===== src/rtl/pipe_skid_reg_pkg.sv =====
// pipe_skid_reg_pkg: shared pipeline constants and skid-register state encoding
package pipe_skid_reg_pkg;

    localparam int IFID_DATA_W = 64;
    localparam logic [31:0] RV_NOP = 32'h0000_0013;

    typedef enum logic [1:0] {
        EMPTY = 2'd0,
        HALF  = 2'd1,
        FULL  = 2'd2
    } skid_state_e;

endpackage


===== src/rtl/pipe_skid_reg.sv =====
// pipe_skid_reg: two-entry valid/ready pipeline register; out_data and in_ready come straight from flops
module pipe_skid_reg
    import pipe_skid_reg_pkg::*;
#(
    parameter int DATA_W = IFID_DATA_W,
    parameter logic [DATA_W-1:0] RESET_VAL = {DATA_W{1'b0}}
) (
    input  logic              clk,
    input  logic              rst_n,
    input  logic              flush,
    input  logic              in_valid,
    input  logic [DATA_W-1:0] in_data,
    output logic              in_ready,
    output logic              out_valid,
    output logic [DATA_W-1:0] out_data,
    input  logic              out_ready,
    output logic [1:0]        occupancy
);

    skid_state_e       state;
    logic [DATA_W-1:0] skid;
    logic              in_fire;
    logic              out_fire;

    assign in_fire  = in_valid & in_ready;
    assign out_fire = out_valid & out_ready;

    always_ff @(posedge clk or negedge rst_n) begin
        if (!rst_n) begin
            state     <= EMPTY;
            out_data  <= RESET_VAL;
            skid      <= RESET_VAL;
            out_valid <= 1'b0;
            in_ready  <= 1'b1;
            occupancy <= 2'd0;
        end else if (flush) begin
            state     <= EMPTY;
            out_data  <= RESET_VAL;
            skid      <= RESET_VAL;
            out_valid <= 1'b0;
            in_ready  <= 1'b1;
            occupancy <= 2'd0;
        end else begin
            case (state)
                EMPTY: begin
                    if (in_fire) begin
                        state     <= HALF;
                        out_data  <= in_data;
                        out_valid <= 1'b1;
                        occupancy <= 2'd1;
                    end
                end
                HALF: begin
                    // out_valid is always set here, so out_ready alone decides out_fire
                    if (in_fire && out_ready) begin
                        out_data <= in_data;
                    end else if (in_fire) begin
                        state     <= FULL;
                        skid      <= in_data;
                        in_ready  <= 1'b0;
                        occupancy <= 2'd2;
                    end else if (out_ready) begin
                        state     <= EMPTY;
                        out_data  <= RESET_VAL;
                        out_valid <= 1'b0;
                        occupancy <= 2'd0;
                    end
                end
                FULL: begin
                    if (out_fire) begin
                        state     <= HALF;
                        out_data  <= skid;
                        skid      <= RESET_VAL;
                        in_ready  <= 1'b1;
                        occupancy <= 2'd1;
                    end
                end
                default: begin
                    state     <= EMPTY;
                    out_data  <= RESET_VAL;
                    skid      <= RESET_VAL;
                    out_valid <= 1'b0;
                    in_ready  <= 1'b1;
                    occupancy <= 2'd0;
                end
            endcase
        end
    end

endmodule


===== config.mk =====
export PLATFORM = sky130hd
export DESIGN_NAME = pipe_skid_reg
export DESIGN_NICKNAME = d
export VERILOG_FILES = /design/src/rtl/pipe_skid_reg_pkg.sv /design/src/rtl/pipe_skid_reg.sv
export SDC_FILE = /design/constraint.sdc
export NUM_CORES = 1
export LEC_CHECK = 0
export BUFFER_PORTS_ARGS = -buffer_cell sky130_fd_sc_hd__clkbuf_2
export CORE_AREA = 2 2 117 119
export DETAILED_ROUTE_END_ITERATION = 10
export DIE_AREA = 0 0 119 121
export PLACE_DENSITY = 0.77
export SYNTH_ARGS = -nofsm -noshare
export SYNTH_HDL_FRONTEND = slang
export SYNTH_SLANG_ARGS = --single-unit

===== constraint.sdc =====
create_clock -name clk -period 2.2 [get_ports clk]
set_input_delay 0.22 -clock clk [delete_from_list [all_inputs] [get_ports clk]]
set_output_delay 0.22 -clock clk [all_outputs]
set_load 0.02 [all_outputs]

==> results.sh, run 1 <==
export IMPL_status="completed"
export IMPL_netlist_area_um2=6400
export IMPL_synth_nets=738
export IMPL_maxSlewHeadroom_pct=65.2
export IMPL_power_density_nw_per_um2=863
export IMPL_tightest_slew_ns=0.522
export IMPL_synth_warnings=0
export IMPL_cp_max_fo=44
export IMPL_cp_arrival_ns=2.36
export IMPL_grt_total_usage_pct=21.9
export IMPL_rr_endpoint="out_data[61]$_DFFE_PN0P_"
export IMPL_required_ns=2.55
export IMPL_worst_setup_path_start_kind="flip-flop"
export IMPL_hpwlAfterDp_um=9510
export IMPL_worstHoldPathCells=2
export IMPL_grt_setup_unrepaired="false"
export IMPL_p_switching_mw=1.84
export IMPL_diodes=0
export IMPL_drt_pass1_iterations=5
export IMPL_postRouteAntennaNets=0
export IMPL_start_util_pct=48.9
export IMPL_ctsHtreeMaxLevel=4
export IMPL_postCtsResizedCells=0
export IMPL_cts_buffers=17
export IMPL_irDropWorstVdd_mv=0.492
export IMPL_drv_slew=0
export IMPL_dieArea_um2=14400
export IMPL_seqPwrFrac_pct=41.3
export IMPL_ys_seq_area_share_pct=51.6
export IMPL_grt_pass1_vias=5007
export IMPL_cts_tree="yes"
export IMPL_numPortBuffers=136
export IMPL_totalWireLength_um=15100
export IMPL_rr_worst_depth=5
export IMPL_min_period_over_period_pct=91.4
export IMPL_synth_area_leaders="dfrtp_1, nand2_1, mux2i_1"
export IMPL_detail_route_vias_per_cell=5.32
export IMPL_synth_edff_count=0
export IMPL_nets=854
export IMPL_synth_top_cell_by_area="dfrtp_1"
export IMPL_overflow=0
export IMPL_finalClockSkew_ns=0.00874
export IMPL_root_buffer="clkbuf_16"
export IMPL_finalCriticalPeriod_ns=2.01
export IMPL_core_area_um2=13100
export IMPL_gp_congestion=0.816
export IMPL_cp_end_kind="flip-flop"
export IMPL_vias=5179
export IMPL_ys_seq_elements=132
export IMPL_hold_path_end="state[0]$_DFFE_PN0P_"
export IMPL_clkTransAtPathRegs_ns=0.05
export IMPL_hold_class="in -> reg"
export IMPL_final_layout_size_suffix_gt1_share_pct=23.7
export IMPL_maxCapViolations=0
export IMPL_fillCellCount=1101
export IMPL_wl_per_cell_um=15.5
export IMPL_final_hold_viol_count=0
export IMPL_antenna_found_initial=0
export IMPL_critPathKind="reg -> reg"
export IMPL_max_clock_freq_ghz=0.498
export IMPL_die_y_um=121
export IMPL_area_growth_pct=21.9
export IMPL_synthArstFlopShare_pct=100
export IMPL_clkLatencyLatePin_ns=0.41
export IMPL_rr_startpoint="in_ready$_DFFE_PN1P_"
export IMPL_ys_top_cells_by_count="nand2_1, dfrtp_1, o21ai_0"
export IMPL_setup_viol=0
export IMPL_cts_sinks=132
export IMPL_initialDrtViolationCount=433
export IMPL_fin_setup_tns_ns=0
export IMPL_reg2reg_slack_ns=0.19
export IMPL_ys_types=29
export IMPL_drcViolationCount=0
export IMPL_grt_pass1_wl_um=25000
export IMPL_dominantRegCellSynth="dfrtp_1"
export IMPL_avgSynthCellArea_um2=9.56
export IMPL_synth_top_area_share_pct=51.2
export IMPL_whs_ns=0.0428
export IMPL_p_clk_share_pct=41.1
export IMPL_internal_power_mw=4.90
export IMPL_p_leak_nw=3.53
export IMPL_grt_max_degree=90
export IMPL_hold_path_startpoint="flush"
export IMPL_swShare_pct=27.3
export IMPL_rows=42
export IMPL_cts_buffer_depth=2
export IMPL_io_pins=137
export IMPL_power_share_combinational_pct=17.6
export IMPL_synth_cells=669
export IMPL_post_cts_buffers=0
export IMPL_chipWidth_um=119
export IMPL_post_synth_top_count_cell="nand2_1"
[worst max-delay path, stage by stage, from the launching register on]
cell	delay, ns
dfstp_2	0.56
nand2_1	0.12
o211ai_1	0.35
nor2b_4	0.45
buf_12	0.29
a22o_1	0.17
[cell families after synthesis]
family | count (synthesis) | synth area share, %
xor+xnor | 1 | 0.137
buf+inv | 61 | 5.71
compound gates | 201 | 19.7
flops | 132 | 51.6
mux | 64 | 10.0
simple gates | 210 | 12.8
[placed cells by master (no fill, tap or decap), types with 5 or more instances in the layout]
master,count
o21ai_1,10
nand2_1,197
dfrtp_1,129
clkbuf_2,135
a22o_1,64
buf_12,7
clkbuf_8,5
o21ai_0,118
clkbuf_1,6
clkbuf_16,17
mux2i_1,64
buf_4,10
[worst max path at each step]
stage          cells after the start                  from                       end
2_1_floorplan                      6  state[1]$_DFFE_PN0P_  out_data[17]$_DFFE_PN0P_
3_3_place_gp                       5  in_ready$_DFFE_PN1P_   out_data[0]$_DFFE_PN0P_
3_5_place_dp                       5  in_ready$_DFFE_PN1P_  out_data[45]$_DFFE_PN0P_
4_1_cts                            5  in_ready$_DFFE_PN1P_   out_data[9]$_DFFE_PN0P_
5_1_grt                            5  in_ready$_DFFE_PN1P_  out_data[45]$_DFFE_PN0P_
6_report                           5  in_ready$_DFFE_PN1P_  out_data[61]$_DFFE_PN0P_
[per-stage QoR]
| step | power (mW) | instance area, µm² | std cells | setup slack [ns] | util [%] |
|---|---|---|---|---|---|
| 4_1_cts | 6.79 | 7790 | 973 | 0.166 | 59.6 |
| 3_3_place_gp | 3.98 | 7200 | 940 | 0.224 | 55.0 |
| 2_1_floorplan | 3.54 | 6400 | 669 | 0.581 | - |
| 6_report | 6.73 | 7800 | 974 | 0.190 | 59.6 |
| 5_1_grt | 7.05 | 7800 | 974 | 0.0535 | 59.6 |
| 3_5_place_dp | 4.01 | 7200 | 940 | 0.175 | 55.0 |
[cell type report]
type                       count  area, µm²  share of cell area, %
timing repair buffer         154        912                   11.7
sequential                   132       3310                   42.4
multi-input combinational    477       2760                   35.4
clock buffer                  28        517                   6.62
tap                          176        220                   2.82
inverter                       3       11.3                  0.144
clock inverter                 4       70.1                  0.898
[registers in the layout, summed over array words and instances (netlist names)]
register / flops
out_data: 64
in_ready: 1
state: 2
skid: 64
out_valid: 1
[routing by layer]
layer / GRT usage (%) / share of wire [%] / vias up
li1: - / - / 2566
met1: 29.1 / 45 / 2434
met2: 34.3 / 46 / 146
met3: 4.65 / 4.9 / 33
met4: 10.9 / 3.3 / 0
met5: 0 / 0 / -
[repair_timing]
action,CTS,global route
endpoints found under the setup margin,0,4
hold buffers,1,0
endpoints found under the hold margin,37,0
[power by group through the flow]
stage	sequential [mW]	combinational, mW	clock, mW
floorplan	3.00	0.545	0
global placement	2.82	1.16	0
detailed placement	2.82	1.18	0
CTS	2.78	1.19	2.82
global route	2.81	1.30	2.94
finish	2.78	1.18	2.77
No activity file was read; power rests on OpenSTA's default activity.
==> inputs of run 2 (changes only) <==
--- a/config.mk
+++ b/config.mk
@@ -6,10 +6,11 @@
 export NUM_CORES = 1
 export LEC_CHECK = 0
 export BUFFER_PORTS_ARGS = -buffer_cell sky130_fd_sc_hd__clkbuf_2
+export CAP_MARGIN = 30
 export CORE_AREA = 2 2 117 119
 export DETAILED_ROUTE_END_ITERATION = 10
 export DIE_AREA = 0 0 119 121
-export PLACE_DENSITY = 0.77
+export PLACE_DENSITY_LB_ADDON = 0.12
 export SYNTH_ARGS = -nofsm -noshare
 export SYNTH_HDL_FRONTEND = slang
 export SYNTH_SLANG_ARGS = --single-unit
==> run 2 against run 1 <==
  * Power shrank 2.8%
  * Clock power is 8.3% lower
  * Core utilization increased by 0.057 points
  * Combinational power is essentially flat
  * Hold slack gained 0.0013 ns
  * Via count rose by 2.0%
  * Final area hardly changed
  * Critical path type unchanged
==> results.sh, run 2 (synthesis results as in run 1) <==
export IMPL_finalClockSkew_ns=0.00782
export IMPL_drcViolationCount=0
export IMPL_initialDrtViolationCount=253
export IMPL_grt_max_degree=72
export IMPL_hold_class="in -> reg"
export IMPL_final_common_cell="nand2_1"
export IMPL_post_cts_buffers=0
export IMPL_reg2reg_slack_ns=0.16
export IMPL_hold_path_end="skid[54]$_DFFE_PN0P_"
export IMPL_rr_endpoint="out_data[27]$_DFFE_PN0P_"
export IMPL_grt_total_usage_pct=23.0
export IMPL_fillCellCount=1121
export IMPL_cts_buffers=17
export IMPL_critPathTopFamily="buffers and inverters"
export IMPL_cp_slowest_cell="dfrtp_4"
export IMPL_vias=5285
export IMPL_irDropWorstVdd_mv=0.459
export IMPL_layout_common_cells="nand2_1, clkbuf_2, dfrtp_1"
export IMPL_status="completed"
export IMPL_critical_path_max_stage_delay_ns=0.43
export IMPL_maxCapViolations=0
export IMPL_cts_buffer_depth=2
export IMPL_p_leak_nw=3.55
export IMPL_drt_pass1_iterations=5
export IMPL_cts_hold_buf=1
export IMPL_dieArea_um2=14400
export IMPL_clkTransAtPathRegs_ns=0.05
export IMPL_root_buffer="clkbuf_16"
export IMPL_dp_slack_ns=0.188
export IMPL_antenna_found_initial=0
export IMPL_overflow=0
export IMPL_cts_sinks=132
export IMPL_rr_worst_depth=6
export IMPL_critPathKind="reg -> reg"
export IMPL_tightest_slew_ns=0.581
export IMPL_min_period_over_period_pct=92.9
export IMPL_totalWireLength_um=15900
export IMPL_die_y_um=121
export IMPL_hold_path_startpoint="in_data[54]"
export IMPL_multi_input_area_um2=2750
export IMPL_critPathBufInv=2
export IMPL_largestRegisters="out_data: 64 flops, skid: 64 flops, state: 2 flops"
export IMPL_whs_ns=0.0441
export IMPL_worstHoldPathCells=3
export IMPL_worst_setup_path_start_kind="flip-flop"
export IMPL_finalCriticalPeriod_ns=2.04
export IMPL_clkLatencyLatePin_ns=0.42
export IMPL_fin_setup_tns_ns=0
export IMPL_grt_pass1_vias=5154
export IMPL_postCtsResizedCells=0
export IMPL_max_clock_freq_ghz=0.489
export IMPL_setup_viol=0
export IMPL_drv_slew=0
export IMPL_cp_end_kind="flip-flop"
export IMPL_detail_route_vias_per_cell=5.40
export IMPL_path_cells="buf_12 > and4b_2 > buf_4 > nand2_1 > o21ai_0 > a22o_1"
export IMPL_chipWidth_um=119
export IMPL_grt_setup_unrepaired="false"
export IMPL_io_pins=137
export IMPL_seq_area_um2=3310
export IMPL_nets=860
export IMPL_cp_arrival_ns=2.34
export IMPL_final_util_pct=59.7
export IMPL_diodes=0
export IMPL_final_layout_size_suffix_gt1_share_pct=24.4
export IMPL_hpwlAfterDp_um=10100
export IMPL_cp_max_fo=71
export IMPL_numPortBuffers=136
export IMPL_final_hold_viol_count=0
export IMPL_start_util_pct=48.9
export IMPL_area_growth_pct=22.0
export IMPL_required_ns=2.50
export IMPL_gp_congestion=0.797
export IMPL_core_area_um2=13100
export IMPL_maxSlewHeadroom_pct=61.2
export IMPL_power_density_nw_per_um2=838
export IMPL_wl_per_cell_um=16.2
export IMPL_rows=42
export IMPL_ctsHtreeMaxLevel=4
export IMPL_cts_tree="yes"
export IMPL_finalWorstSetupSlack_ns=0.155
export IMPL_postRouteAntennaNets=0
export IMPL_grt_pass1_wl_um=26000
export IMPL_rr_startpoint="state[1]$_DFFE_PN0P_"
run 2: per-stage QoR:
step	cells	instance area (µm²)	total power, mW
finish	978	7810	6.54
global route	978	7810	6.86
CTS	978	7810	6.61
detailed placement	947	7270	4.05
global placement	946	7240	4.00
floorplan	669	6400	3.54
run 2: cell type report:
cell class	count	area share, %
Timing Repair Buffer	161	12.6
Sequential cell	132	42.4
Clock inverter	5	0.320
Tap cell	176	2.82
Clock buffer	25	6.47
Inverter	3	0.144
Multi-Input combinational cell	476	35.3
run 2: power breakdown:
part	internal (mW)	switching (mW)	total [mW]
combinational	0.458	0.756	1.21
clock	1.57	0.979	2.54
sequential	2.65	0.138	2.79
run 2: worst max-delay path by stage:
stage	start	to	slack (ns)	cells after the start
floorplan	state[1]$_DFFE_PN0P_	out_data[17]$_DFFE_PN0P_	0.58	6
global placement	in_ready$_DFFE_PN1P_	out_data[55]$_DFFE_PN0P_	0.01	5
detailed placement	state[1]$_DFFE_PN0P_	out_data[5]$_DFFE_PN0P_	0.19	6
CTS	state[1]$_DFFE_PN0P_	out_data[27]$_DFFE_PN0P_	0.16	6
global route	in_ready$_DFFE_PN1P_	out_data[48]$_DFFE_PN0P_	0.08	6
finish	state[1]$_DFFE_PN0P_	out_data[27]$_DFFE_PN0P_	0.16	6
run 2: metal layers:
layer / vias to the layer above / routed length [µm] / GRT usage, %
met1: 2546 / 7100 / 29.8
li1: 2571 / - / -
met3: 21 / 789 / 5.26
met2: 147 / 7650 / 37.5
met4: 0 / 314 / 9.15
met5: - / 0 / 0
run 2: worst reg2reg max path, stage by stage (launching register included):
cell	delay, ns
dfrtp_4	0.43
buf_12	0.43
and4b_2	0.31
buf_4	0.25
nand2_1	0.14
o21ai_0	0.13
a22o_1	0.23
